$ cat config.mk
export PLATFORM = sky130hd
export DESIGN_NAME = alu_acc_core_flat
export DESIGN_NICKNAME = d
export VERILOG_FILES = /design/src/rtl/alu_acc_if.sv /design/src/rtl/alu_acc_core.sv /design/src/flat_wrapper.sv
export SDC_FILE = /design/constraint.sdc
export NUM_CORES = 1
export LEC_CHECK = 0
export CORE_MARGIN = 2
export CORE_UTILIZATION = 25
export CTS_BUF_LIST = sky130_fd_sc_hd__clkbuf_4 sky130_fd_sc_hd__clkbuf_8
export DETAILED_ROUTE_END_ITERATION = 10
export GPL_ROUTABILITY_DRIVEN = 0
export HOLD_SLACK_MARGIN = 0.15
export PLACE_DENSITY = 0.51
export SLEW_MARGIN = 30
export SYNTH_ARGS = -nofsm -noshare
export SYNTH_HDL_FRONTEND = slang
export SYNTH_SLANG_ARGS = --single-unit
export TNS_END_PERCENT = 20
$ cat constraint.sdc
create_clock -name clk -period 8.62 [get_ports clk]
set_input_delay 0.862 -clock clk [delete_from_list [all_inputs] [get_ports clk]]
set_output_delay 0.862 -clock clk [all_outputs]
set_load 0.1 [all_outputs]
$ cat src/rtl/alu_acc_if.sv
// alu_acc_if: operand, control, result and decrementer signals of the accumulator ALU core.
interface alu_acc_if #(parameter int WIDTH = 8);
    logic [WIDTH-1:0] ab_d, bb_d, dec_in, ab, bb, aluresult, aluout, dec_out;
    logic             ab_en, bb_en, carry_en, cout, carry, zero, dec_wrap;
    logic [2:0]       alucontrol;
    modport master (
        output ab_d, ab_en, bb_d, bb_en, alucontrol, carry_en, dec_in,
        input  ab, bb, aluresult, cout, aluout, carry, zero, dec_out, dec_wrap
    );
    modport slave (
        input  ab_d, ab_en, bb_d, bb_en, alucontrol, carry_en, dec_in,
        output ab, bb, aluresult, cout, aluout, carry, zero, dec_out, dec_wrap
    );
endinterface

$ cat src/rtl/alu_acc_core.sv
// alu_acc_core: gated operand buffers, 8-op ALU with registered result/carry,
// and a wrap-around decrementer for stack-pointer pushes.
module alu_acc_core #(
    parameter int WIDTH = 8
) (
    input logic   clk,
    input logic   reset,
    alu_acc_if.slave bus
);
    logic [WIDTH-1:0] ab, bb, aluout_q, aluout_d;
    logic [WIDTH:0]   sum;
    logic             carry_q, carry_d;
    assign ab = bus.ab_en ? bus.ab_d : '0;
    assign bb = bus.bb_en ? bus.bb_d : '0;
    // Bit WIDTH of sum is the carry, or the borrow for SUB (9-bit wrap of a negative difference).
    always_comb begin
        sum = '0;
        case (bus.alucontrol)
            3'b000:  sum = {1'b0, ab & bb};
            3'b001:  sum = {1'b0, ab | bb};
            3'b010:  sum = {1'b0, ab} + {1'b0, bb};
            3'b011:  sum = {1'b0, ab} - {1'b0, bb};
            3'b100:  sum = {1'b0, ab ^ bb};
            3'b101:  sum = {1'b0, ~ab};
            3'b110:  sum = {1'b0, ab} + (WIDTH+1)'(1);
            default: sum = {1'b0, bb};
        endcase
    end
    assign aluout_d = sum[WIDTH-1:0];
    assign carry_d  = bus.carry_en ? sum[WIDTH] : carry_q;
    always_ff @(posedge clk or negedge reset) begin
        if (!reset) begin
            aluout_q <= '0;
            carry_q  <= 1'b0;
        end else begin
            aluout_q <= aluout_d;
            carry_q  <= carry_d;
        end
    end
    assign bus.ab        = ab;
    assign bus.bb        = bb;
    assign bus.aluresult = sum[WIDTH-1:0];
    assign bus.cout      = sum[WIDTH];
    assign bus.aluout    = aluout_q;
    assign bus.carry     = carry_q;
    assign bus.zero      = (ab == '0);
    assign bus.dec_out   = bus.dec_in - WIDTH'(1);
    assign bus.dec_wrap  = (bus.dec_in == '0);
endmodule

$ cat src/flat_wrapper.sv
// flat-port wrapper written by rule: the top's interface ports become plain ports
module alu_acc_core_flat 
#(
    parameter int WIDTH = 8
)
  (clk, reset, bus_ab_d, bus_ab_en, bus_bb_d, bus_bb_en, bus_alucontrol, bus_carry_en, bus_dec_in, bus_ab, bus_bb, bus_aluresult, bus_cout, bus_aluout, bus_carry, bus_zero, bus_dec_out, bus_dec_wrap);
  alu_acc_if #(.WIDTH(WIDTH)) bus_i ();
  input logic clk;
  input logic reset;
  input wire logic [$bits(bus_i.ab_d)-1:0] bus_ab_d;
  input wire logic [$bits(bus_i.ab_en)-1:0] bus_ab_en;
  input wire logic [$bits(bus_i.bb_d)-1:0] bus_bb_d;
  input wire logic [$bits(bus_i.bb_en)-1:0] bus_bb_en;
  input wire logic [$bits(bus_i.alucontrol)-1:0] bus_alucontrol;
  input wire logic [$bits(bus_i.carry_en)-1:0] bus_carry_en;
  input wire logic [$bits(bus_i.dec_in)-1:0] bus_dec_in;
  output wire logic [$bits(bus_i.ab)-1:0] bus_ab;
  output wire logic [$bits(bus_i.bb)-1:0] bus_bb;
  output wire logic [$bits(bus_i.aluresult)-1:0] bus_aluresult;
  output wire logic [$bits(bus_i.cout)-1:0] bus_cout;
  output wire logic [$bits(bus_i.aluout)-1:0] bus_aluout;
  output wire logic [$bits(bus_i.carry)-1:0] bus_carry;
  output wire logic [$bits(bus_i.zero)-1:0] bus_zero;
  output wire logic [$bits(bus_i.dec_out)-1:0] bus_dec_out;
  output wire logic [$bits(bus_i.dec_wrap)-1:0] bus_dec_wrap;
  assign bus_i.ab_d = bus_ab_d;
  assign bus_i.ab_en = bus_ab_en;
  assign bus_i.bb_d = bus_bb_d;
  assign bus_i.bb_en = bus_bb_en;
  assign bus_i.alucontrol = bus_alucontrol;
  assign bus_i.carry_en = bus_carry_en;
  assign bus_i.dec_in = bus_dec_in;
  assign bus_ab = bus_i.ab;
  assign bus_bb = bus_i.bb;
  assign bus_aluresult = bus_i.aluresult;
  assign bus_cout = bus_i.cout;
  assign bus_aluout = bus_i.aluout;
  assign bus_carry = bus_i.carry;
  assign bus_zero = bus_i.zero;
  assign bus_dec_out = bus_i.dec_out;
  assign bus_dec_wrap = bus_i.dec_wrap;
  alu_acc_core #(.WIDTH(WIDTH)) u_core (.clk(clk), .reset(reset), .bus(bus_i));
endmodule
==> results.json, run 1 <==
{
  "finClkSkew_ns": 0,
  "cts_num_sinks": 9,
  "synth.most_common_cell": "nand2_1",
  "final_util": 0.3950,
  "clk-insertion-delay-late_ns": 0.23,
  "rsz0062_at_grt": "false",
  "fin_nets": 355,
  "slowest_delay_ns": 1.14,
  "wl_per_cell_um": 13.89,
  "synth-edff-count": 0,
  "post_cts_resized": 0,
  "finalCritPeriodShare": 0.7212,
  "hpwlAfterDp_um": 4278,
  "cts_max_path_buffers": 2,
  "grt_max_degree": 32,
  "via_count": 1816,
  "route.detailed.drc": 0,
  "io_pins": 76,
  "worst-setup-path-type": "in -> out",
  "start_kind": "input pin",
  "hold_violations": 0,
  "drive_above_1_share": 0.03356,
  "cp_top_family": "buffers and inverters",
  "p_leak_nw": 1.225,
  "fin_setup_tns_ns": 0,
  "antenna_found_initial": 0,
  "synthToLayoutAreaGrowth_pct": 52.04,
  "dp_worst_setup_slack_ns": 2.379,
  "hp-class": "reg -> reg",
  "initial_core_util": 0.2598,
  "track_usage": 0.1408,
  "setup_viol": 0,
  "yosysSeqAreaShare": 0.1357,
  "final.fill_count": 704,
  "drv_slew": 0,
  "yosys-top-cells-count": "nand2_1, inv_1, ha_1",
  "worst_slew_pin_slew_ns": 0.9830,
  "cp_slowest_cell": "clkdlybuf4s50_1",
  "grt_pass1_wl_um": 8376,
  "cts_tree": "yes",
  "grt_overflow_total": 0,
  "yosysUniqueCellTypes": 48,
  "ys_warn_count": 0,
  "maxCapViolations": 0,
  "num_rows": 29,
  "ctsRootBufferMaster": "clkbuf_8",
  "vias_per_cell": 4.843,
  "endpoint_kind": "primary output",
  "synthTopCellsByArea": "ha_1, dfrtp_1, nand2_1, inv_1, xor2_1",
  "fmaxAchievable_ghz": 0.1609,
  "drt.antenna.violating_nets": 0,
  "crit_required_ns": 7.76,
  "cts_setup_buffers": 0,
  "p_per_area_nw_per_um2": 140.0,
  "clk_pin_slew_ns": 0.04,
  "syn_inst": 227,
  "yosys.area.top_type_share": 0.1735,
  "slew_headroom": 0.3426,
  "wl_um": 5210,
  "fin_crit_ns": 6.217,
  "numCtsBuffers": 3,
  "grt_pass1_vias": 1730,
  "dr.pass1.iters": 4,
  "dieArea_um2": 7304,
  "synth_flop_cell": "dfrtp_1",
  "ys_seq_elements": 9,
  "die_y_um": 85.47,
  "path_buf_inv": 2,
  "ir_drop_uv": 106.5,
  "status": "finished clean",
  "cts-htree-levels": 1,
  "p_total_mw": 0.3531,
  "yosys.area.top_type": "ha_1",
  "synth_nets": 283,
  "avgSynthCellArea_um2": 7.309,
  "dieWidth_um": 85.47,
  "core_area_um2": 6386,
  "hold_ws_ns": 0.5977,
  "cts_hold_buf": 0,
  "drt-initial-drc-count": 43,
  "netlist_area_um2": 1659,
  "ys_async_sr_fraction": 1.000,
  "diodes": 0,
  "worst_slack_ns": 2.403,
  "cp_cell_sequence": "clkdlybuf4s50_1 > nor2_1 > o21ai_0 > mux2i_1 > and2_1 > ha_1 > a211o_1 > o311ai_0 > mux2i_1 > a311o_1 > clkdlybuf4s50_1",
  "port_buffers": 75,
  "arrival_ns": 5.35,
  "path_max_fanout": 19
}
-- worst reg2reg max path, delay by kind of cell (launching register included) --
| family | cells | cell delay [ns] |
|---|---|---|
| flops | 1 | 0.36 |
| compound gates | 1 | 0.19 |
| simple gates | 1 | 0.13 |
-- worst paths after layout --
path,startpoint,endpoint,slack [ns],cells after the start
worst max register to register,u_core.bus.carry,u_core.bus.carry,7.83,2
max in group asynchronous,reset,u_core.bus.aluout[0],7.42,1
min in group asynchronous,reset,u_core.bus.carry,0.92,1
worst min register to register,u_core.bus.carry,u_core.bus.carry,0.60,2
worst max-delay path,bus_alucontrol[2],bus_aluresult[7],2.40,11
worst min-delay path,u_core.bus.carry,u_core.bus.carry,0.60,2
-- per-stage QoR --
stage | instance area, um2 | cells
after floorplan | 1659 | 227
final | 2522 | 375
after CTS | 2522 | 375
after detailed placement | 2474 | 371
after global placement | 2474 | 371
after global routing | 2522 | 375
-- registers in the layout (all words and copies together) (netlist names) --
| name | cells |
|---|---|
| u_core.bus.aluout | 8 |
| u_core.bus.carry | 1 |
-- logic make-up after synthesis --
logic type | share of synthesized area
AOI/OAI and AO/OA | 0.2308
xor gates and xnor gates | 0.06335
adders and majority gates | 0.1855
buffers and inverters | 0.08522
DFF | 0.1357
muxes | 0.04977
and+or+nand+nor | 0.2496
-- power breakdown --
group / internal [mW] / switching, mW / leakage (nW) / total, mW
logic: 0.0674 / 0.187 / 1.09 / 0.254
clock network: 0.0352 / 0.0150 / 0.0262 / 0.0502
registers: 0.0476 / 0.00111 / 0.110 / 0.0487
total: 0.150 / 0.203 / 1.22 / 0.353
-- cell usage in the layout (no fill, tap or decap), types with 3 or more instances in the layout --
master,instances
clkbuf_8,3
a211oi_1,7
nand3_1,3
nor2_1,18
ha_1,23
mux2i_1,6
nor4_1,3
nand2_1,33
nor2b_1,3
o21ai_0,11
a21oi_1,12
xnor2_1,3
a21o_1,6
xor2_1,9
and2_1,6
dfrtp_1,9
nand2b_1,4
inv_1,25
clkdlybuf4s50_1,75
-- layout make-up --
cell class                      instances  area, um2  area share
Clock buffer                            4      48.80     0.01935
Inverter                               25      93.84     0.03720
Multi-Input combinational cell        183       1292      0.5124
Sequential cell                         9      225.2     0.08929
Tap cell                               77      96.34     0.03819
Timing Repair Buffer                   77      765.7      0.3036
-- per-layer routing --
| metal | global-route usage | routed length [um] |
|---|---|---|
| met2 | 0.2173 | 2288 |
| met5 | 0 | 0 |
| met4 | 0.03463 | 51 |
| met3 | 0.02529 | 306 |
| met1 | 0.2024 | 2564 |
(Power assumes the default switching activity.)
==> run 2, diff against run 1 <==
Clock period 8.62 ns to 6.5 ns, I/O delays scaled along.
==> run 2 against run 1 <==
Global-route usage up 0.10 points. Clock skew unchanged. Critical endpoint is now bus_aluresult[1]. Critical path depth up 1.
==> results.json, run 2 (same netlist as run 1, synthesis figures left out) <==
{
  "status": "finished clean",
  "worstHoldEndpoint": "u_core.bus.carry",
  "endpoint_kind": "primary output",
  "cts-htree-levels": 1,
  "dp_worst_setup_slack_ns": 1.623,
  "cts_hold_buf": 0,
  "min_path_cells": 2,
  "worst-r2r-setup-slack_ns": 5.71,
  "drive_above_1_share": 0.06020,
  "fin_nets": 356,
  "maxCapViolations": 0,
  "port_buffers": 75,
  "reg2regPathDepth": 2,
  "dr.pass1.iters": 4,
  "dieWidth_um": 85.47,
  "slew_headroom": 0.3428,
  "wl_um": 5240,
  "start_kind": "input pin",
  "drt-initial-drc-count": 73,
  "grt_overflow_total": 0,
  "finalCritPeriodShare": 0.7491,
  "final.fill_count": 690,
  "cts_max_path_buffers": 2,
  "crit_required_ns": 5.85,
  "core_area_um2": 6386,
  "rr_endpoint": "u_core.bus.carry",
  "r2r_start": "u_core.bus.carry",
  "track_usage": 0.1418,
  "min-delay-start": "u_core.bus.carry",
  "final_cell_mix": "clkdlybuf4s50_1, nand2_1, inv_1",
  "clk-insertion-delay-late_ns": 0.22,
  "die_y_um": 85.47,
  "num_rows": 29,
  "rsz0062_at_grt": "false",
  "final_common_cell": "clkdlybuf4s50_1",
  "p_per_area_nw_per_um2": 185.6,
  "cts_setup_buffers": 0,
  "cts_tree": "yes",
  "clk_pin_slew_ns": 0.04,
  "hp-class": "reg -> reg",
  "drv_slew": 0,
  "cts_num_sinks": 9,
  "fin_setup_tns_ns": 0,
  "post_cts_resized": 0,
  "grt_pass1_wl_um": 8362,
  "hold_violations": 0,
  "antenna_found_initial": 0,
  "diodes": 0,
  "path_max_fanout": 31,
  "ir_drop_uv": 188.0,
  "wl_per_cell_um": 13.94,
  "setup_viol": 0,
  "io_pins": 76,
  "ctsRootBufferMaster": "clkbuf_8",
  "fin_crit_ns": 4.869,
  "arrival_ns": 4.22,
  "grt_pass1_vias": 1754,
  "fmaxAchievable_ghz": 0.2054,
  "drt.antenna.violating_nets": 0,
  "worst-setup-path-type": "in -> out",
  "worst_slack_ns": 1.631,
  "route.detailed.drc": 0,
  "numCtsBuffers": 3,
  "largest_reg_flops": 8,
  "final_util": 0.3934,
  "vias_per_cell": 4.907,
  "via_count": 1845,
  "dieArea_um2": 7304,
  "initial_core_util": 0.2598,
  "hpwlAfterDp_um": 4310,
  "finClkSkew_ns": 0,
  "worst_slew_pin_slew_ns": 0.9828,
  "synthToLayoutAreaGrowth_pct": 51.43,
  "p_leak_nw": 1.238,
  "hold_ws_ns": 0.5967,
  "grt_max_degree": 32
}
run 2: cell types whose count changed in the layout (fill, tap and decap cells not counted), sizes merged:
cell	change
buf	+8
clkdlybuf4s50	-7
run 2: worst max-delay path by stage:
stage                     depth (start not counted)               end              start
after floorplan                                   9  bus_aluresult[5]          bus_ab_en
after global placement                           12  bus_aluresult[1]  bus_alucontrol[0]
after detailed placement                         12  bus_aluresult[1]  bus_alucontrol[0]
after CTS                                        12  bus_aluresult[1]  bus_alucontrol[0]
after global routing                             12  bus_aluresult[1]  bus_alucontrol[0]
final                                            12  bus_aluresult[1]  bus_alucontrol[0]
run 2: final cells by class:
cell class | instances | area (um2) | area share
inverter | 25 | 93.84 | 0.03735
sequential | 9 | 225.2 | 0.08964
multi-input combinational | 183 | 1292 | 0.5144
tap | 77 | 96.34 | 0.03835
clock buffer | 4 | 48.80 | 0.01942
timing repair buffer | 78 | 755.7 | 0.3008
run 2: per-layer routing:
metal | wire, um | up-vias | part of all wire | track usage
met1 | 2511 | 838 | 0.48 | 0.1935
met4 | 19 | 0 | 0.0036 | 0.03030
met3 | 312 | 2 | 0.060 | 0.02626
met5 | 0 | - | 0 | 0
li1 | - | 950 | - | -
met2 | 2397 | 55 | 0.46 | 0.2330
run 2: where the power goes:
| part | leakage (nW) | internal [mW] | switching [mW] |
|---|---|---|---|
| registers | 0.110 | 0.0632 | 0.00150 |
| logic | 1.10 | 0.0879 | 0.247 |
| clock network | 0.0262 | 0.0467 | 0.0197 |
run 2: stage by stage:
step	total power [mW]	instances	cell area, um2
finish	0.4663	376	2512
global route	0.4917	376	2512
CTS	0.4703	376	2512
detailed placement	0.4015	372	2464
global placement	0.4010	372	2464
floorplan	0.3142	227	1659
run 2: worst max-delay path, stage by stage:
cell             delay [ns]
clkdlybuf4s50_1        0.46
buf_4                  0.30
nand2_1                0.08
nor2_1                 0.34
nand2_1                0.13
mux2i_1                0.19
nand2_1                0.10
fa_1                   0.47
nand2_1                0.06
o21ai_0                0.08
a21oi_1                0.19
clkdlybuf4s50_1        1.16
==> RTL change: new RTL, flow settings as in run 2 <==
`WIDTH` is set to 8 in 3 places; all go to 6.
--- a/src/rtl/alu_acc_if.sv
+++ b/src/rtl/alu_acc_if.sv
@@ -1,4 +1,4 @@
 // alu_acc_if: operand, control, result and decrementer signals of the accumulator ALU core.
-interface alu_acc_if #(parameter int WIDTH = 8);
+interface alu_acc_if #(parameter int WIDTH = 6);
     logic [WIDTH-1:0] ab_d, bb_d, dec_in, ab, bb, aluresult, aluout, dec_out;
     logic             ab_en, bb_en, carry_en, cout, carry, zero, dec_wrap;
--- a/src/rtl/alu_acc_core.sv
+++ b/src/rtl/alu_acc_core.sv
@@ -2,5 +2,5 @@
 // and a wrap-around decrementer for stack-pointer pushes.
 module alu_acc_core #(
-    parameter int WIDTH = 8
+    parameter int WIDTH = 6
 ) (
     input logic   clk,
--- a/src/flat_wrapper.sv
+++ b/src/flat_wrapper.sv
@@ -2,5 +2,5 @@
 module alu_acc_core_flat 
 #(
-    parameter int WIDTH = 8
+    parameter int WIDTH = 6
 )
   (clk, reset, bus_ab_d, bus_ab_en, bus_bb_d, bus_bb_en, bus_alucontrol, bus_carry_en, bus_dec_in, bus_ab, bus_bb, bus_aluresult, bus_cout, bus_aluout, bus_carry, bus_zero, bus_dec_out, bus_dec_wrap);
Ports: changed (8 resized); port bits go from 76 to 60. No check against the original RTL was run, so the function may have changed too.
==> RTL change against run 2 <==
  * Area after synthesis shrank 18%
  * Routed wire length fell by 19%
  * Count of clock-buffer cells in the layout is the same
  * Die area is 17% lower
  * Cell area fell by 18%
  * Synthesized cell count is 16% lower
  * Total power shrank 15%
  * Setup slack improved by 0.053 ns
  * Sequential cell count shrank 2
  * Critical endpoint is now bus_aluresult[3]
==> RTL change: results <==
synthesis:
  syn_nets: 239
  synth_commonest_cells: "inv_1, ha_1, nand2_1"
  synth_compound_area_share_pct: 28.2
  synth.distinct_cells: 46
  yosysWarnings: 0
  yosys.area_share.adder_pct: 20.7
  yosys-top-cells-area: "ha_1, dfrtp_1, inv_1, nand2_1, a21oi_1"
  ys_seq_area_share_pct: 12.8
  synthXorXnorAreaFrac_pct: 4.50
  synth_mux_area_share_pct: 2.94
timing:
  tightest_slew_ns: 0.982
  skew_ns: 0
final_layout:
  drive_above_1_share_pct: 6.05
  final_nets: 297
  fillCellCount: 550
  diodes: 0
  largest_register_ffs: 6
route:
  vias: 1546
  drt-met1-wl_um: 2010
  drtIter0Drc: 107
  wl_per_cell_um: 13.4
  wl_met3_um: 243
  wl_met2_um: 2000
pwr:
  power.leakage_uw: 0.000938
  vdd_ir_drop_max_mv: 0.114
  p_switching_uw: 226
  comb-power_uw: 284
  power_frac_seq_pct: 12.8
  p_int_uw: 171
global_route:
  met2_usage_pct: 23.9
  grt_pass1_wl_um: 7040
  track_usage_pct: 14.2
  antenna_found_initial: 0
  grt_max_degree: 19
  use_met3_pct: 2.33
  gr-usage-met1_pct: 19.2
  grt_pass1_vias: 1452
setup_path:
  cp-startpoint: "bus_bb_en"
  r2r_setup_slack_ns: 5.82
  crit_end: "bus_aluresult[3]"
  rr_worst_depth: 1
  r2r_start: "u_core.bus.carry"
  worstPathArrival_ns: 4.17
  path_max_fanout: 8
cts:
  cts_setup_buffers: 0
  post_cts_resized: 0
  root_buffer: "clkbuf_8"
  clk_latency_ns: 0.22
  h-tree-depth: 1
run_status:
  status: "finished clean"
placement:
  port_buffers: 59
  place_hpwl_um: 3540
hold_path:
  hp-start: "u_core.bus.carry"
  holdPathStages: 1
## RTL change: changes by cell type after synthesis, moves of 5 or more
cell,run 2,this run
clkbuf_1,8,1
a21o_1,6,1
buf_2,0,7
nand2_1,33,21
nor3_1,2,11
xor2_1,9,4
and2_1,6,1
## RTL change: worst min path at each step
stage | endpoint | slack (ns)
after floorplan | u_core.bus.aluout[0] | 0.35
after global placement | u_core.bus.carry | 0.50
after detailed placement | u_core.bus.carry | 0.50
after CTS | u_core.bus.carry | 0.50
after global routing | u_core.bus.carry | 0.54
final | u_core.bus.carry | 0.50
## RTL change: logic make-up after synthesis
group,Yosys count
and+or+nand+nor,62
AOI/OAI and AO/OA,57
buffers and inverters,32
adders and majority gates,22
xor gates and xnor gates,7
DFF,7
muxes,4
## RTL change: critical path, cell delays in order
cell	delay, ns
clkdlybuf4s50_1	0.61
nand2_1	0.19
ha_1	0.32
a31oi_1	0.06
o21ai_0	0.26
ha_1	0.29
a21o_1	0.16
a21oi_1	0.17
xor2_1	0.08
o21ai_0	0.20
clkdlybuf4s50_1	1.18
## RTL change: stage by stage
step,setup WS [ns],hold slack [ns],instances,utilization (%),area [µm²]
finish,1.68,0.501,318,39.7,2050
floorplan,1.25,0.354,191,-,1360
detailed placement,1.65,0.496,314,38.8,2010
global placement,1.65,0.498,314,38.8,2010
CTS,1.65,0.504,318,39.7,2050
global route,1.48,0.539,318,39.7,2050
## RTL change: cell type report
| class | instances | area, µm² | area share [%] |
|---|---|---|---|
| multi-input combinational | 152 | 1060 | 51.4 |
| timing repair buffer | 62 | 601 | 29.2 |
| sequential | 7 | 175 | 8.53 |
| tap | 70 | 87.6 | 4.26 |
| inverter | 23 | 86.3 | 4.20 |
| clock buffer | 4 | 48.8 | 2.38 |
